## src/rtl/arbitro_puerto_memoria.sv

```systemverilog
// Round-robin arbiter sharing one 32-bit memory port among four requesters.
// Registered select/grant with hold-until-release, watchdog and one-cycle turnaround.
module arbitro_puerto_memoria #(
  parameter int unsigned TIMEOUT = 16,
  parameter int unsigned CNT_W   = 8
) (
  input  logic       clk,
  input  logic       reset,
  input  logic [3:0] req,
  input  logic       done,
  output logic [1:0] sel,
  output logic [3:0] grant,
  output logic       busy,
  output logic       timeout
);

  typedef enum logic {
    IDLE  = 1'b0,
    GRANT = 1'b1
  } state_t;

  localparam bit          WD_EN   = (TIMEOUT != 0);
  localparam int unsigned LIM     = WD_EN ? TIMEOUT - 1 : 0;
  localparam logic [CNT_W-1:0] CNT_LIM = CNT_W'(LIM);

  state_t             state, state_n;
  logic [1:0]         sel_n, last, last_n, winner;
  logic [3:0]         grant_n;
  logic               busy_n, timeout_n, found;
  logic [CNT_W-1:0]   count, count_n;

  // Search starts just after the last owner; offset 4 wraps back onto it.
  always_comb begin
    winner = last;
    found  = 1'b0;
    for (int unsigned i = 1; i <= 4; i++) begin
      if (!found && req[2'(last + 2'(i))]) begin
        winner = 2'(last + 2'(i));
        found  = 1'b1;
      end
    end
  end

  always_comb begin
    state_n   = state;
    sel_n     = sel;
    grant_n   = grant;
    busy_n    = busy;
    timeout_n = 1'b0;
    count_n   = count;
    last_n    = last;
    case (state)
      IDLE: begin
        grant_n = '0;
        busy_n  = 1'b0;
        if (found) begin
          state_n = GRANT;
          sel_n   = winner;
          grant_n = 4'b0001 << winner;
          busy_n  = 1'b1;
          count_n = '0;
        end
      end
      GRANT: begin
        if (done || !req[sel] || (WD_EN && count == CNT_LIM)) begin
          state_n   = IDLE;
          grant_n   = '0;
          busy_n    = 1'b0;
          last_n    = sel;
          // Only a watchdog release reaches here with done low and the owner still requesting.
          timeout_n = !done && req[sel];
        end else begin
          count_n = count + 1'b1;
        end
      end
      default: state_n = IDLE;
    endcase
  end

  always_ff @(posedge clk) begin
    if (reset) begin
      state   <= IDLE;
      sel     <= '0;
      grant   <= '0;
      busy    <= 1'b0;
      timeout <= 1'b0;
      count   <= '0;
      last    <= 2'd3;
    end else begin
      state   <= state_n;
      sel     <= sel_n;
      grant   <= grant_n;
      busy    <= busy_n;
      timeout <= timeout_n;
      count   <= count_n;
      last    <= last_n;
    end
  end

endmodule

```

## config.mk

```make
export PLATFORM = sky130hd
export DESIGN_NAME = arbitro_puerto_memoria
export DESIGN_NICKNAME = d
export VERILOG_FILES = /design/src/rtl/arbitro_puerto_memoria.sv
export SDC_FILE = /design/constraint.sdc
export NUM_CORES = 1
export LEC_CHECK = 0
export CAP_MARGIN = 20
export CORE_MARGIN = 2
export CORE_UTILIZATION = 50
export DETAILED_ROUTE_END_ITERATION = 8
export DONT_BUFFER_PORTS = 1
export PLACE_DENSITY = 0.7
export SETUP_SLACK_MARGIN = 0.05
export SLEW_MARGIN = 20
export SYNTH_ARGS = -nofsm -noshare
export SYNTH_HDL_FRONTEND = slang
export SYNTH_SLANG_ARGS = --single-unit
```

## constraint.sdc

```tcl
create_clock -name clk -period 1.6 [get_ports clk]
set_input_delay 0.32 -clock clk [delete_from_list [all_inputs] [get_ports clk]]
set_output_delay 0.32 -clock clk [all_outputs]
set_load 0.01 [all_outputs]
```

==> results.cfg <==
[worst_setup_path]
worstPathArrival_ns = 1.91
required_ns = 1.85
crit_fanout = 8
critPathLaunchType = flop
cp-end-kind = flop
cpPeakStageDelay_ns = 0.55
critPathTopFamily = simple AND/OR/NAND/NOR gates
cp_num_buf_inv = 0
crit_path_cell_trace = or4_4 -> o21ai_4 -> nor2_4 -> mux2_4 -> nor2_2
critical_path_class = flop to flop
critPathSlowestCell = or4_4

[clocking]
htree_levels = 1
cts_num_sinks = 19
cts_buffers = 3
cts_buffer_depth = 2
cts_hold_buf = 0
cts-root-buf = clkbuf_4
clk_pin_slew_worst_paths_ns = 0.10
clock_latency_ns = 0.30
cts_tree = done

[synth]
syn_inst = 103
async_flop_share_pct = 0
avgSynthCellArea_um2 = 8.758
syn-num-nets = 111
ys_types = 31
ys_seq_elements = 19
synth-edff-count = 0
yosys_warnings = 0
ys_seq_area_share_pct = 42.16
synthFlopType = dfxtp_1
syn_area_um2 = 902.1

[power]
power_density_nw_per_um2 = 837.4
ir_worst_vdd_mv = 0.5850
power_mw = 1.027
cellLeakagePower_nw = 0.4776

[timing]
rsz0062_at_grt = yes
setup_ws_ns = -0.06116
fin_crit_ns = 1.661
fmax_mhz = 602.0
hold_violations = 0
slew_violations = 0
skew_ns = 0.004218
maxSlewHeadroom_pct = 77.69
setup_viol = 8
worst_pin_slew_ns = 0.3315
period_share_pct = 103.8

[cells_and_area]
layout.nets = 136
syn_to_final_growth_pct = 35.92
fin_cells = 152
multiInputGateArea_um2 = 575.6
diodes = 0
seqCellArea_um2 = 386.6
fillCellCount = 110
drive_gt1_share_pct = 36.22

[global_routing]
gr-total-overflow = 0
grt_pass1_wl_um = 3339
gr-usage-all-layers_pct = 21.72
grt_pass1_vias = 754
antenna_found_initial = 0
grt_max_degree = 17

[flow_run]
maxCapViolations = 0

[route]
vias = 829
wl_um = 2311
drt-vias-per-instance = 5.454
firstDrtPassIters = 4
drt_first_iter_violations = 24
drcViolationCount = 0
post_drt_wl_per_cell_um = 15.20
drtAntennaViolNets = 0

[floorplanning]
rows = 15
die_w_um = 46.48
start_util_pct = 52.82
die_area_um2 = 2160
dieHeight_um = 46.48
core-area_um2 = 1708
io_pins = 15

[hold_path]
hold_class = input pin to flop

[placement]
post-dp-hpwl_um = 1322
place_congestion = 0.8043
dp.cells = 141
port-buffer-count = 0

[outcome]
run_status = finished, violations left
violations = setup timing
[logic make-up (layout without fill, tap and decap cells)]
kind of cell	count (synthesis)	after routing	synth area share (%)
mux	3	3	4.160
compound gates	22	22	17.48
simple gates	50	50	28.15
xor+xnor	6	6	5.825
flops	19	19	42.16
buf+inv	2	26	0.8314
fa+ha+maj	1	1	1.387
[layer usage]
layer	part of all wire, %	vias to the layer above	wire (µm)	global-route usage [%]
li1	-	412	-	-
met1	45	386	1035	30.38
met2	47	25	1084	33.33
met3	6.8	6	157	5.490
met4	1.5	0	34	5.143
met5	0	-	0	0
[layout make-up]
class                   count  share of cell area (%)
clock buffers               4                   2.143
inverters                   1                  0.3061
multi-input cells          82                   46.94
flip-flops and latches     19                   31.53
well taps                  25                   2.551
repair buffers             21                   16.53
[synthesized netlist by cell type, types with 2 or more instances]
library cell,count,area (µm²)
nor2b_1,2,12.51
nand2_1,7,26.28
nand2b_1,4,25.02
xnor2_1,6,52.55
mux2_2,2,22.52
nand3b_1,2,15.01
nand3_1,3,15.01
nor4_1,3,18.77
nor3_1,5,25.02
a21oi_1,10,50.05
o21ai_0,3,15.01
dfxtp_1,19,380.4
nor2_1,18,67.56
a21o_1,2,15.01
[power by group]
part / switching [mW] / total (mW) / internal [mW]
Clock: 0.143 / 0.240 / 0.0971
Sequential: 0.0353 / 0.537 / 0.502
Combinational: 0.113 / 0.250 / 0.137
Total: 0.291 / 1.03 / 0.736
[registers in the layout, indices dropped and copies added (netlist names)]
name	cells
busy	1
count	8
grant	4
last	2
sel	2
state	1
timeout	1
[metrics by stage]
step / hold WS [ns] / setup WS, ns / setup TNS, ns / area, µm² / utilization (%)
final: 0.07339 / -0.06116 / -0.3078 / 1226 / 71.79
after global routing: 0.05952 / -0.1102 / -0.8158 / 1226 / 71.79
after CTS: 0.07441 / -0.03047 / -0.08235 / 1132 / 66.30
after detailed placement: 0.3912 / -0.04537 / -0.04537 / 1037 / 60.73
after global placement: 0.3861 / -0.01632 / -0.01632 / 1037 / 60.73
after floorplan: 0.3993 / 0.001084 / 0 / 904.6 / -
[cell usage in the layout (no fill, tap or decap), drive strengths merged, types with 2 or more instances in the layout]
| cell | Yosys | routed |
|---|---|---|
| buf | 0 | 20 |
| nor4 | 3 | 3 |
| mux2 | 3 | 3 |
| nor3 | 5 | 5 |
| nand2 | 7 | 7 |
| o21ai | 4 | 4 |
| nand3 | 3 | 3 |
| xnor2 | 6 | 6 |
| a21o | 2 | 2 |
| nor2 | 20 | 20 |
| nor2b | 2 | 2 |
| clkbuf | 1 | 5 |
| nand2b | 4 | 4 |
| dfxtp | 19 | 19 |
| nand3b | 2 | 2 |
| a21oi | 10 | 10 |
[worst paths after layout]
path | from | end | slack (ns) | cells after the start
max | count[4]$_SDFFE_PP0P_ | count[0]$_SDFFE_PP0P_ | -0.06 | 5
min | reset | count[0]$_SDFFE_PP0P_ | 0.07 | 1
max reg2reg | count[4]$_SDFFE_PP0P_ | count[0]$_SDFFE_PP0P_ | -0.06 | 5
min reg2reg | grant[2]$_SDFFE_PP0P_ | grant[2]$_SDFFE_PP0P_ | 0.51 | 2
[repair_timing]
item,in CTS,in global routing
pin swaps,1,6
resized for setup,6,15
cloned,0,1
setup endpoints to repair,11,14
buffers inserted,4,2
No activity file was read; power rests on OpenSTA's default activity.
